**src/rtl/sr_flag_bank_arbiter_if.sv**
```systemverilog
// Handshake bundle between requesters, the SR flag bank and the arbiter.
// Requester side: req/op/addr in, gnt/done/rdata/err back. Bank side: q_vec in, s_vec/r_vec out.
// busy reports that an operation is in flight.
interface sr_flag_bank_arbiter_if #(
    parameter int NREQ   = 4,
    parameter int NFLAGS = 8,
    parameter int AW     = 3
);
    logic [NREQ-1:0]    req;
    logic [2*NREQ-1:0]  op;
    logic [AW*NREQ-1:0] addr;
    logic [NFLAGS-1:0]  q_vec;
    logic [NREQ-1:0]    gnt;
    logic [NREQ-1:0]    done;
    logic               rdata;
    logic               err;
    logic [NFLAGS-1:0]  s_vec;
    logic [NFLAGS-1:0]  r_vec;
    logic               busy;

    // Control logic plus flag bank side.
    modport master (
        output req, op, addr, q_vec,
        input  gnt, done, rdata, err, s_vec, r_vec, busy
    );

    // Arbiter side.
    modport slave (
        input  req, op, addr, q_vec,
        output gnt, done, rdata, err, s_vec, r_vec, busy
    );
endinterface

```
**src/rtl/sr_flag_bank_arbiter.sv**
```systemverilog
// Round-robin arbiter sequencing set/clear/toggle/read operations onto a bank of SR flops.
// Latency from winning IDLE cycle: write DONE at +3+PULSE_CYC, read/bad address DONE at +2.
// Backpressure: one operation at a time; other requesters wait with req held, gnt stays one-hot.
// Ports: clk, rst (sync, active-high); bus = slave side of sr_flag_bank_arbiter_if.
module sr_flag_bank_arbiter #(
    parameter int NREQ      = 4,
    parameter int NFLAGS    = 8,
    parameter int AW        = 3,
    parameter int PULSE_CYC = 1
) (
    input  logic                  clk,
    input  logic                  rst,
    sr_flag_bank_arbiter_if.slave bus
);
    localparam int PW = (NREQ > 1) ? $clog2(NREQ) : 1;
    localparam int CW = $clog2(PULSE_CYC + 1);

    localparam logic [1:0] OP_SET = 2'b00;
    localparam logic [1:0] OP_CLR = 2'b01;
    localparam logic [1:0] OP_RD  = 2'b11;

    typedef enum logic [2:0] {
        IDLE,
        GRANT,
        DRIVE,
        GAP,
        DONE_S
    } state_t;

    state_t            state;
    logic [PW-1:0]     ptr;
    logic [1:0]        op_l;
    logic [AW-1:0]     addr_l;
    logic              target;
    logic [CW-1:0]     cnt;
    logic [NREQ-1:0]   gnt;
    logic [NREQ-1:0]   done;
    logic              rdata;
    logic              err;
    logic [NFLAGS-1:0] s_vec;
    logic [NFLAGS-1:0] r_vec;
    logic              busy;

    // Rotating search starting one past the last winner.
    logic              found;
    logic [PW-1:0]     pick;
    logic [PW-1:0]     scan_idx;
    logic [1:0]        op_pick;
    logic [AW-1:0]     addr_pick;

    always_comb begin
        found    = 1'b0;
        pick     = ptr;
        scan_idx = ptr;
        for (int k = 1; k <= NREQ; k++) begin
            scan_idx = PW'((int'(ptr) + k) % NREQ);
            if (!found && bus.req[scan_idx]) begin
                found = 1'b1;
                pick  = scan_idx;
            end
        end
    end

    always_comb begin
        op_pick   = '0;
        addr_pick = '0;
        for (int i = 0; i < NREQ; i++) begin
            if (pick == PW'(i)) begin
                op_pick   = bus.op[2*i +: 2];
                addr_pick = bus.addr[AW*i +: AW];
            end
        end
    end

    // One-hot decode of the latched address; all-zero means out of range,
    // so an illegal address can never index q_vec or pulse a bank bit.
    logic [NFLAGS-1:0] sel;
    logic              addr_ok;
    logic              q_sel;
    logic              wr_target;

    always_comb begin
        sel = '0;
        for (int i = 0; i < NFLAGS; i++) begin
            if (addr_l == AW'(i)) begin
                sel[i] = 1'b1;
            end
        end
    end

    assign addr_ok = |sel;
    assign q_sel   = |(bus.q_vec & sel);

    always_comb begin
        case (op_l)
            OP_SET:  wr_target = 1'b1;
            OP_CLR:  wr_target = 1'b0;
            default: wr_target = ~q_sel;
        endcase
    end

    always_ff @(posedge clk) begin
        if (rst) begin
            state  <= IDLE;
            ptr    <= PW'(NREQ - 1);
            op_l   <= '0;
            addr_l <= '0;
            target <= 1'b0;
            cnt    <= '0;
            gnt    <= '0;
            done   <= '0;
            rdata  <= 1'b0;
            err    <= 1'b0;
            s_vec  <= '0;
            r_vec  <= '0;
            busy   <= 1'b0;
        end else begin
            case (state)
                IDLE: begin
                    if (found) begin
                        ptr    <= pick;
                        op_l   <= op_pick;
                        addr_l <= addr_pick;
                        gnt    <= NREQ'(1) << pick;
                        busy   <= 1'b1;
                        state  <= GRANT;
                    end
                end
                GRANT: begin
                    rdata <= q_sel;
                    if (!addr_ok || op_l == OP_RD) begin
                        done  <= gnt;
                        err   <= ~addr_ok;
                        state <= DONE_S;
                    end else begin
                        target <= wr_target;
                        s_vec  <= wr_target ? sel : '0;
                        r_vec  <= wr_target ? '0 : sel;
                        cnt    <= CW'(1);
                        state  <= DRIVE;
                    end
                end
                DRIVE: begin
                    if (cnt == CW'(PULSE_CYC)) begin
                        s_vec <= '0;
                        r_vec <= '0;
                        state <= GAP;
                    end else begin
                        cnt <= cnt + CW'(1);
                    end
                end
                GAP: begin
                    // Bank has settled with S/R both low; verify the write landed.
                    done  <= gnt;
                    err   <= (q_sel != target);
                    state <= DONE_S;
                end
                DONE_S: begin
                    done  <= '0;
                    err   <= 1'b0;
                    gnt   <= '0;
                    busy  <= 1'b0;
                    state <= IDLE;
                end
                default: state <= IDLE;
            endcase
        end
    end

    assign bus.gnt   = gnt;
    assign bus.done  = done;
    assign bus.rdata = rdata;
    assign bus.err   = err;
    assign bus.s_vec = s_vec;
    assign bus.r_vec = r_vec;
    assign bus.busy  = busy;
endmodule

```
**src/flat_wrapper.sv**
```systemverilog
// flat-port wrapper written by rule: the top's interface ports become plain ports
module sr_flag_bank_arbiter_flat 
#(
    parameter int NREQ      = 4,
    parameter int NFLAGS    = 8,
    parameter int AW        = 3,
    parameter int PULSE_CYC = 1
)
  (clk, rst, bus_req, bus_op, bus_addr, bus_q_vec, bus_gnt, bus_done, bus_rdata, bus_err, bus_s_vec, bus_r_vec, bus_busy);
  sr_flag_bank_arbiter_if #(.NREQ(NREQ), .NFLAGS(NFLAGS), .AW(AW)) bus_i ();
  input  logic clk;
  input  logic rst;
  input wire logic [$bits(bus_i.req)-1:0] bus_req;
  input wire logic [$bits(bus_i.op)-1:0] bus_op;
  input wire logic [$bits(bus_i.addr)-1:0] bus_addr;
  input wire logic [$bits(bus_i.q_vec)-1:0] bus_q_vec;
  output wire logic [$bits(bus_i.gnt)-1:0] bus_gnt;
  output wire logic [$bits(bus_i.done)-1:0] bus_done;
  output wire logic [$bits(bus_i.rdata)-1:0] bus_rdata;
  output wire logic [$bits(bus_i.err)-1:0] bus_err;
  output wire logic [$bits(bus_i.s_vec)-1:0] bus_s_vec;
  output wire logic [$bits(bus_i.r_vec)-1:0] bus_r_vec;
  output wire logic [$bits(bus_i.busy)-1:0] bus_busy;
  assign bus_i.req = bus_req;
  assign bus_i.op = bus_op;
  assign bus_i.addr = bus_addr;
  assign bus_i.q_vec = bus_q_vec;
  assign bus_gnt = bus_i.gnt;
  assign bus_done = bus_i.done;
  assign bus_rdata = bus_i.rdata;
  assign bus_err = bus_i.err;
  assign bus_s_vec = bus_i.s_vec;
  assign bus_r_vec = bus_i.r_vec;
  assign bus_busy = bus_i.busy;
  sr_flag_bank_arbiter #(.NREQ(NREQ), .NFLAGS(NFLAGS), .AW(AW), .PULSE_CYC(PULSE_CYC)) u_core (.clk(clk), .rst(rst), .bus(bus_i));
endmodule
```
**config.mk**
```make
export PLATFORM = sky130hd
export DESIGN_NAME = sr_flag_bank_arbiter_flat
export DESIGN_NICKNAME = d
export VERILOG_FILES = /design/src/rtl/sr_flag_bank_arbiter_if.sv /design/src/rtl/sr_flag_bank_arbiter.sv /design/src/flat_wrapper.sv
export SDC_FILE = /design/constraint.sdc
export NUM_CORES = 1
export LEC_CHECK = 0
export BUFFER_PORTS_ARGS = -buffer_cell sky130_fd_sc_hd__buf_4
export CORE_MARGIN = 5
export CORE_UTILIZATION = 40
export CTS_CLUSTER_SIZE = 24
export DETAILED_ROUTE_END_ITERATION = 10
export GPL_TIMING_DRIVEN = 0
export PLACE_DENSITY = 0.71
export RECOVER_POWER = 25
export SLEW_MARGIN = 20
export SYNTH_ARGS = -nofsm -noshare
export SYNTH_HDL_FRONTEND = slang
export SYNTH_SLANG_ARGS = --single-unit
```
**constraint.sdc**
```tcl
create_clock -name clk -period 3.46 [get_ports clk]
set_clock_uncertainty 0.15 [all_clocks]
set_input_delay 0.173 -clock clk [delete_from_list [all_inputs] [get_ports clk]]
set_output_delay 0.173 -clock clk [all_outputs]
set_load 0.005 [all_outputs]
```
---- Word level (Yosys, flattened, before mapping) ----
Cells that the tools add are included.
operators by class
  add/subtract/negate cells ............... 5
  order comparisons ....................... 4
  equal/unequal tests ..................... 21
  shifts and indexed selects .............. 1
  muxes and demuxes ....................... 55
  bitwise operators ....................... 4
  reduce and logical (&&, ||, !) cells .... 24
operator list
  kind                 count
  $mux 8               5
  $pmux 8 s2           2
  $mux 3               7
  $mux 1               20
  $mux 2               8
  $reduce_or 8->1      2
  $eq 3x3->1 const B   5
  $eq 3x2->1 const B   4
  $lt 2x3->1 const B   4
  $pmux 3 s4           1
  $pmux 4 s3           1
  $reduce_and 2->1     6
  $and 8x8->8          1
  $bmux 1 s2           4
  $mux 4               2
  $pmux 4 s2           1
  $eq 2x2->1 const B   3
  $eq 3x1->1 const B   2
  $logic_not 3->1      2
  $ne 2x1->1 const B   3
  $pmux 1 s2           3
  $add 2x1->2 const B  2
  $add 2x2->2 const B  2
  $eq 2x1->1 const B   2
  other kinds (13)     22
word-level totals
  register bits after elaboration ......... 39
  input bits .............................. 34
  output and inout port bits .............. 27
  logic and storage cells ................. 127

---- Longest topological paths before layout ----
Gate-level depths: netlist (run 1).
  depth in word-level cells ............... 18
  depth in mapped cells ................... 7
  gate-level depth less buffers ........... 5

---- Worst setup path after synthesis (run 1) ----
OpenSTA, ideal clock, no wires.
  path kind ............................... reg-to-reg
  start ................................... register u_core.addr_l[1]
  end ..................................... register u_core.target
  library setup time ...................... 0.065 ns
  arrival time ............................ 1.752 ns
  data required time ...................... 3.245 ns
  slack ................................... 1.493 ns
  cell stages (with the launch flop) ...... 7
  path buffers ............................ 1
  clock period less this slack ............ 1.967 ns
  cells stage by stage .................... dfxtp_1 -> buf_6 -> mux4_2 -> mux2_4 -> a2111oi_2 -> a21oi_1 -> nor2_1
on the way
  longest elaborated chain between the ends .. 7
  elaborated cells on any way between the ends .. 25
ends and longest elaborated chain
  item                                                                 line                         source
  from (decl)                                                          sr_flag_bank_arbiter.sv:33   logic [AW-1:0] addr_l;
  from (signal assigned)                                               sr_flag_bank_arbiter.sv:123  addr_l <= addr_pick;
  parallel branches: the longest is 7 deep, another holds $and 8x8->8  --
  to (signal assigned)                                                 sr_flag_bank_arbiter.sv:136  target <= wr_target;
  to (decl)                                                            sr_flag_bank_arbiter.sv:34   logic target;
Several ways; the timed one is not identified.
A chain may end at the register's enable or synchronous reset.

---- Final worst setup path (run 1) ----
  start ................................... register u_core.addr_l[2]
  end ..................................... register u_core.target
The elaborated chain is that of the path after synthesis.

==> results of run 1 <==
-- flip-flops by register name, summed over array words and instances (netlist names) --
name and cells:
u_core.cnt 1, u_core.op_l 2, u_core.bus.busy 1, u_core.bus.err 1, u_core.bus.r_vec 8, u_core.bus.rdata 1, u_core.target 1, u_core.bus.done 4
u_core.bus.s_vec 8, u_core.bus.gnt 4, u_core.ptr 2, u_core.state 3, u_core.addr_l 3
-- final cells by class --
cell class	instances	area (um^2)
Multi-Input combinational cell	146	979.7
Tap cell	52	65.06
Fill cell	424	1972
Clock buffer	6	72.57
Sequential cell	39	780.7
Clock inverter	2	12.51
Inverter	2	7.507
Buffer	13	58.81
Timing Repair Buffer	59	435.4
-- cell families (layout without fill, tap and decap cells) --
| family | Yosys count | after routing | share of synthesized area, % |
|---|---|---|---|
| simple gates | 80 | 80 | 22.95 |
| compound gates | 58 | 58 | 24.73 |
| flops | 39 | 39 | 42.74 |
| buf+inv | 15 | 82 | 3.630 |
| mux | 7 | 7 | 5.479 |
| xor+xnor | 1 | 1 | 0.4795 |
-- per-stage QoR --
step | util [%] | cells
3_5_place_dp | 53.25 | 311
2_1_floorplan | - | 200
3_3_place_gp | 53.25 | 311
6_report | 55.02 | 319
4_1_cts | 55.19 | 319
5_1_grt | 55.02 | 319
-- critical path, cell delays in order (launching register included) --
cell	delay, ns
dfxtp_1	0.31
clkbuf_1	0.38
mux4_2	0.45
mux2_4	0.32
a2111oi_2	0.36
a21oi_1	0.07
nor2_1	0.08
-- worst max-delay path by stage --
stage	to	slack (ns)
CTS	u_core.target$_SDFFE_PP0P_	1.27
global route	u_core.target$_SDFFE_PP0P_	1.16
global placement	u_core.target$_SDFFE_PP0P_	1.30
detailed placement	u_core.target$_SDFFE_PP0P_	1.30
finish	u_core.target$_SDFFE_PP0P_	1.28
floorplan	u_core.target$_SDFFE_PP0P_	1.49
-- metal layers --
metal | global-route usage [%] | up-vias
li1 | - | 879
met1 | 18.00 | 752
met2 | 24.79 | 60
met3 | 6.134 | 7
met4 | 4.983 | 0
met5 | 0 | -
-- Yosys cell counts, types with 2 or more instances --
library cell / n
inv_1: 2
nand3b_1: 3
nor4_1: 2
mux4_2: 2
nand2b_1: 6
dfxtp_1: 39
or3_1: 2
o21ai_1: 3
buf_2: 2
o21ai_0: 4
a21oi_1: 11
a22o_1: 12
nor2_1: 24
nor2b_1: 7
nor3_1: 7
a211o_1: 2
and2_1: 5
a211oi_1: 8
nand3_1: 4
clkbuf_1: 10
nand2_1: 9
a32o_1: 4
o31ai_1: 4
and3_1: 7
mux2i_1: 4
-- power groups by stage --
stage	logic, uW	clock network, uW	registers, uW
finish	456	293	555
global route	513	324	568
CTS	466	301	557
detailed placement	463	0	567
global placement	461	0	566
floorplan	327	0	559
==> impl_results.md, run 1 <==
* Clock Path Buffers at 2
* Layout cell share with drive strength beyond 1 at 27.72%
* Setup Slack @ Placement at around 1.3 ns
* Postcts setup bufs at 0
* Wire per inst at ~14 um
* Mean Syn Cell Area at about 9.1 um^2
* Post-Syn Nets at ~230
* Clock power frac at between 20 and 25%
* Endpoints failing setup at 0
* Setup TNS at 0 ns
* Global route overflow at 0
* Sequential share of power at 42.5%
* WP data required at about 3.5 ns
* Static Leak at approximately 0.001 uW
* Post-route setup slack at approximately 1.3 ns
* Count of final hold-check violations at 0
* Relative slew slack at 42.92%
* Synth area leader: dfxtp_1
* Maximum achievable frequency at 0.4590 GHz
* PD cells at 540.7 nW/um^2
* Worst Path Arrival at approximately 2.3 ns
* Slew of the pin with the lowest slew margin at ~0.85 ns
* CTS H-tree lvls at 2
* Chip width at approximately 78 um
* Post-Syn Area at 1827 um^2
* WL met2 at between 1500 and 2000 um
* Via-to-Cell Ratio at around 5.3
* CP endpoint kind: flop
* Fin crit share at a little over three fifths
* Row cnt at 24
* Final instance area at about 2400 um^2
* Clk_lat worst skew at 0.28 ns
* Yosys warns at 0
* Largest net degree at the start of global routing at 13
* Crit start category: flop
* TritonCTS Buffers at 5
* Drt initial violations at 83
* Share of the synthesized area in the top cell type at between 40% and 50%
* I/O Pins at 61
* Clock transition at path regs at roughly 0.07 ns
* Depth of the worst hold-timing path at 3
* Gate power share at a little over a third
* DRC viols at 0
* Final net count at 300
* RR Startpoint: u_core.addr_l[2]$_SDFFE_PP0P_
* Status: finished clean
* Initial core utilization at 41.67%
* Hold WS at 0.04376 ns
* Vias in the first global route at 1639
* Sw frac at approximately 35%
* Psw at 450.1 uW
* CTS tree: done
* Seq/Total Area, Yosys at 42.74%
* DR vias at between 1500 and 2000
* R2R Path End: u_core.target$_SDFFE_PP0P_
* Critical path origin: u_core.addr_l[2]$_SDFFE_PP0P_
* Post-route ant nets at 0
* Detailed Place HPWL at between 3000 and 4000 um
* Hold buffer count at CTS at 0
* Total die area at 6019 um^2
* Max-cap viol count at 0
* Total Power at approximately 1300 uW
* Routability congestion estimate at around 0.80
* Die height at about 78 um
* Clock sink count at 39
* R2R cell count at 6
* Critical path start-end classification: reg2reg
* Synth cell types at 42
* Post-Synthesis Cells at 200
* R2R Setup Slk at roughly 1.3 ns
* Cts repair resizes at 0
* Synth Register Bits at 39
* Number of synthesized flops with an enable pin at 0
* Drt first pass iters at 4
* Top_reg_cell synth: dfxtp_1
* Uppermost layer routed: met4
* # port buffers at 59
* Tot GR Track Use at 15.15%
* Crit-path max FO at 10
* Worst Hold End: u_core.addr_l[1]$_SDFFE_PP0P_
* Hold path startpoint: bus_addr[10]
* Met1 Wirelength at slightly below 2000 um
* Worst hold path type: in2reg
* Antenna fix cells at 0
* Most frequent cells in the layout: 43 x buf_4, 39 x dfxtp_1, 24 x nor2_1, 14 x clkbuf_4, 13 x clkbuf_1
* Peak VDD IR at 0.0002342 V
* Area contributors post-synth: dfxtp_1 43%, a22o_1 5.8%, nor2_1 4.9%
* Root buffer cell: clkbuf_8
* Routed wire length at approximately 4400 um
* Post-synth ARST share at 0%
* Area growth, synth to finish at 32.05%
* First-pass GRT wire length at roughly 7500 um
* Met3 wire len at between 300 and 400 um
* Initial antenna violation count at 0
* Final Critical Period at roughly 2.2 ns
* Core area at ~4400 um^2
* RSZ-0062 raised after global routing: no
* Most common cell after layout, fill and taps aside: buf_4
* Placed Area at 2335 um^2
* Fin. max-slew vios at 0
* Internal power at 854.3 uW
No activity file was read; power rests on OpenSTA's default activity.
==> inputs of run 2 (changes only) <==
--- a/config.mk
+++ b/config.mk
@@ -11,7 +11,7 @@
 export CTS_CLUSTER_SIZE = 24
 export DETAILED_ROUTE_END_ITERATION = 10
 export GPL_TIMING_DRIVEN = 0
-export PLACE_DENSITY = 0.71
+export PLACE_DENSITY = 0.73
 export RECOVER_POWER = 25
 export SLEW_MARGIN = 20
 export SYNTH_ARGS = -nofsm -noshare
==> constraint.sdc (replaced) <==
create_clock -name clk -period 1.78 [get_ports clk]
set_clock_uncertainty 0.15 [all_clocks]
set_input_delay 0.089 -clock clk [delete_from_list [all_inputs] [get_ports clk]]
set_output_delay 0.089 -clock clk [all_outputs]
set_load 0.005 [all_outputs]
==> run 2 against run 1 <==
  * Global-route usage is 1.4 points higher
  * Sequential share of layout area shrank 3.7 points
  * Final cell count rose by 2.5%
  * Count of clock-buffer cells in the layout stayed put
  * Hold slack got worse by 0.038 ns
  * Critical path depth fell by 1
  * Final area is 14% higher
  * Die area unchanged
  * The run now ends with negative setup slack left
  * Setup slack got worse by 1.4 ns
  * First-iteration DRC count is 14% lower
  * Critical endpoint is now u_core.bus.err$_SDFFE_PP0P_
  * Critical path type unchanged
  * Fmax grew 13%
==> impl_results.md, run 2 (synthesis results as in run 1) <==
* Critical path origin: u_core.addr_l[1]$_SDFFE_PP0P_
* Max-cap viol count at 0
* Root buffer cell: clkbuf_8
* Final instance area at 2760 um^2
* Hold WS at roughly 0.0055 ns
* CP endpoint kind: flop
* Detailed Place HPWL at roughly 3600 um
* Routed wire length at 5169 um
* Clock sink count at 39
* Slew of the pin with the lowest slew margin at slightly below 0.8 ns
* Clock transition at path regs at approximately 0.070 ns
* Vias in the first global route at around 1700
* Final Critical Period at between 1.5 and 2 ns
* DRC viols at 0
* Endpoints failing setup at 11
* Worst Path Arrival at slightly below 2 ns
* Area growth, synth to finish at 51.10%
* # port buffers at 59
* Clk_lat worst skew at 0.29 ns
* Post-route setup slack at -0.1539 ns
* Crit-path max FO at 3
* I/O Pins at 61
* Clock Path Buffers at 2
* Setup TNS at -0.7015 ns
* Peak VDD IR at between 0.0004 and 0.0005 V
* Count of final hold-check violations at 0
* Total die area at roughly 6000 um^2
* Most common cell after layout, fill and taps aside: buf_4
* Crit-path max cell delay at 0.58 ns
* Critical Path End: u_core.bus.err$_SDFFE_PP0P_
* Via-to-Cell Ratio at about 5.5
* CTS H-tree lvls at 2
* Core area at roughly 4400 um^2
* Total Power at 3088 uW
* RR Startpoint: u_core.addr_l[1]$_SDFFE_PP0P_
* R2R Setup Slk at -0.15 ns
* WP data required at approximately 1.8 ns
* Antenna fix cells at 0
* Top Usage Layer GRT: met2
* Fin crit share at 108.6%
* Initial antenna violation count at 0
* Critical path start-end classification: reg2reg
* Global route overflow at 0
* Biggest regs: u_core.bus.r_vec (8), u_core.bus.s_vec (8)
* RSZ-0062 raised after global routing: yes
* Critical path's slowest cell: mux4_2
* Crit start category: flop
* TritonCTS Buffers at 5
* Drt initial violations at 71
* DR vias at approximately 1800
* Fin. max-slew vios at 0
* Routing usage on met2 at 27.46%
* Drt first pass iters at 4
* Tot GR Track Use at between 15 and 20%
* CP cell instances: mux4_2 -> mux2_4 -> buf_4 -> xnor2_4 -> o32ai_2
* Chip width at 77.58 um
* Grt met3 use at approximately 5.0%
* Relative slew slack at a little under half
* Status: finished, violations left
* Maximum achievable frequency at around 0.52 GHz
* CTS tree: done
* PD cells at 1119 nW/um^2
* Worst hold path type: in2reg
* Die height at ~78 um
* Post-route ant nets at 0
* Row cnt at 24
* R2R cell count at 5
* Placed Area at ~2400 um^2
* Most frequent cells in the layout: 53 x buf_4, 32 x dfxtp_1, 21 x nor2_1, 12 x a22o_1, 10 x clkbuf_4
* Largest net degree at the start of global routing at 13
* Met1 Track Usage GR at about 20%
* Static Leak at 0.001113 uW
* Final net count at 308
* First-pass GRT wire length at a little over 8000 um
* Wire per inst at around 16 um
* R2R Path End: u_core.bus.err$_SDFFE_PP0P_
* Routability congestion estimate at ~0.80
* Layout cell share with drive strength beyond 1 at 40.36%
* Initial core utilization at roughly two fifths
* Failing checks: negative setup slack
==> run 2: how the worst min path moves through the flow <==
| stage | start | to | slack, ns | cells past startpoint |
|---|---|---|---|---|
| final | bus_op[7] | u_core.op_l[1]$_SDFFE_PP0P_ | 0.005 | 3 |
| after global routing | bus_op[4] | u_core.op_l[0]$_SDFFE_PP0P_ | 0.02 | 3 |
| after CTS | bus_op[7] | u_core.op_l[1]$_SDFFE_PP0P_ | 0.005 | 3 |
| after detailed placement | bus_addr[10] | u_core.addr_l[1]$_SDFFE_PP0P_ | 0.26 | 3 |
| after global placement | bus_addr[4] | u_core.addr_l[1]$_SDFFE_PP0P_ | 0.26 | 3 |
| after floorplan | bus_addr[10] | u_core.addr_l[1]$_SDFFE_PP0P_ | 0.12 | 2 |
==> run 2: through the flow <==
step / setup slack, ns / instances / util (%)
5_1_grt: -0.2245 / 327 / 62.96
6_report: -0.1539 / 327 / 62.96
4_1_cts: -0.1672 / 326 / 60.59
2_1_floorplan: -0.1167 / 200 / -
3_3_place_gp: -0.3022 / 311 / 53.71
3_5_place_dp: -0.3219 / 311 / 53.71
==> run 2: cell type report <==
| cell class | instances | area (um^2) |
|---|---|---|
| plain buffers | 7 | 53.80 |
| inverters | 2 | 7.507 |
| well taps | 52 | 65.06 |
| repair buffers | 72 | 559.3 |
| clock buffers | 6 | 82.58 |
| fillers | 392 | 1624 |
| flip-flops and latches | 39 | 792.0 |
| multi-input cells | 147 | 1165 |
| clock inverters | 2 | 35.03 |
==> run 2: power by group <==
part / internal (uW) / switching [uW] / total [uW]
registers: 996 / 183 / 1180
logic: 581 / 576 / 1160
clock network: 453 / 299 / 752
==> run 2: critical path, delay by kind of cell, from the launching register on <==
kind / cells / cell delay [ns]
multiplexers: 2 / 0.89
buffers and inverters: 1 / 0.17
XOR/XNOR: 1 / 0.14
flip-flops: 1 / 0.38
AO/OA/AOI/OAI: 1 / 0.08
==> run 2: timing repair <==
action                                  in CTS  in global routing
cloned                                       0                  1
endpoints found under the setup margin      35                 26
setup buffers                                5                  2
hold buffers                                 6                  0
pin swaps                                    4                  8
endpoints found under the hold margin        4                  0
resized for setup                           25                 24
==> run 2: per-layer routing <==
metal / wire (um) / part of all wire, % / up-vias
met3: 386 / 7.5 / 6
met2: 2521 / 49 / 66
met1: 2186 / 42 / 824
met5: 0 / 0 / -
met4: 74 / 1.4 / 0
li1: - / - / 892
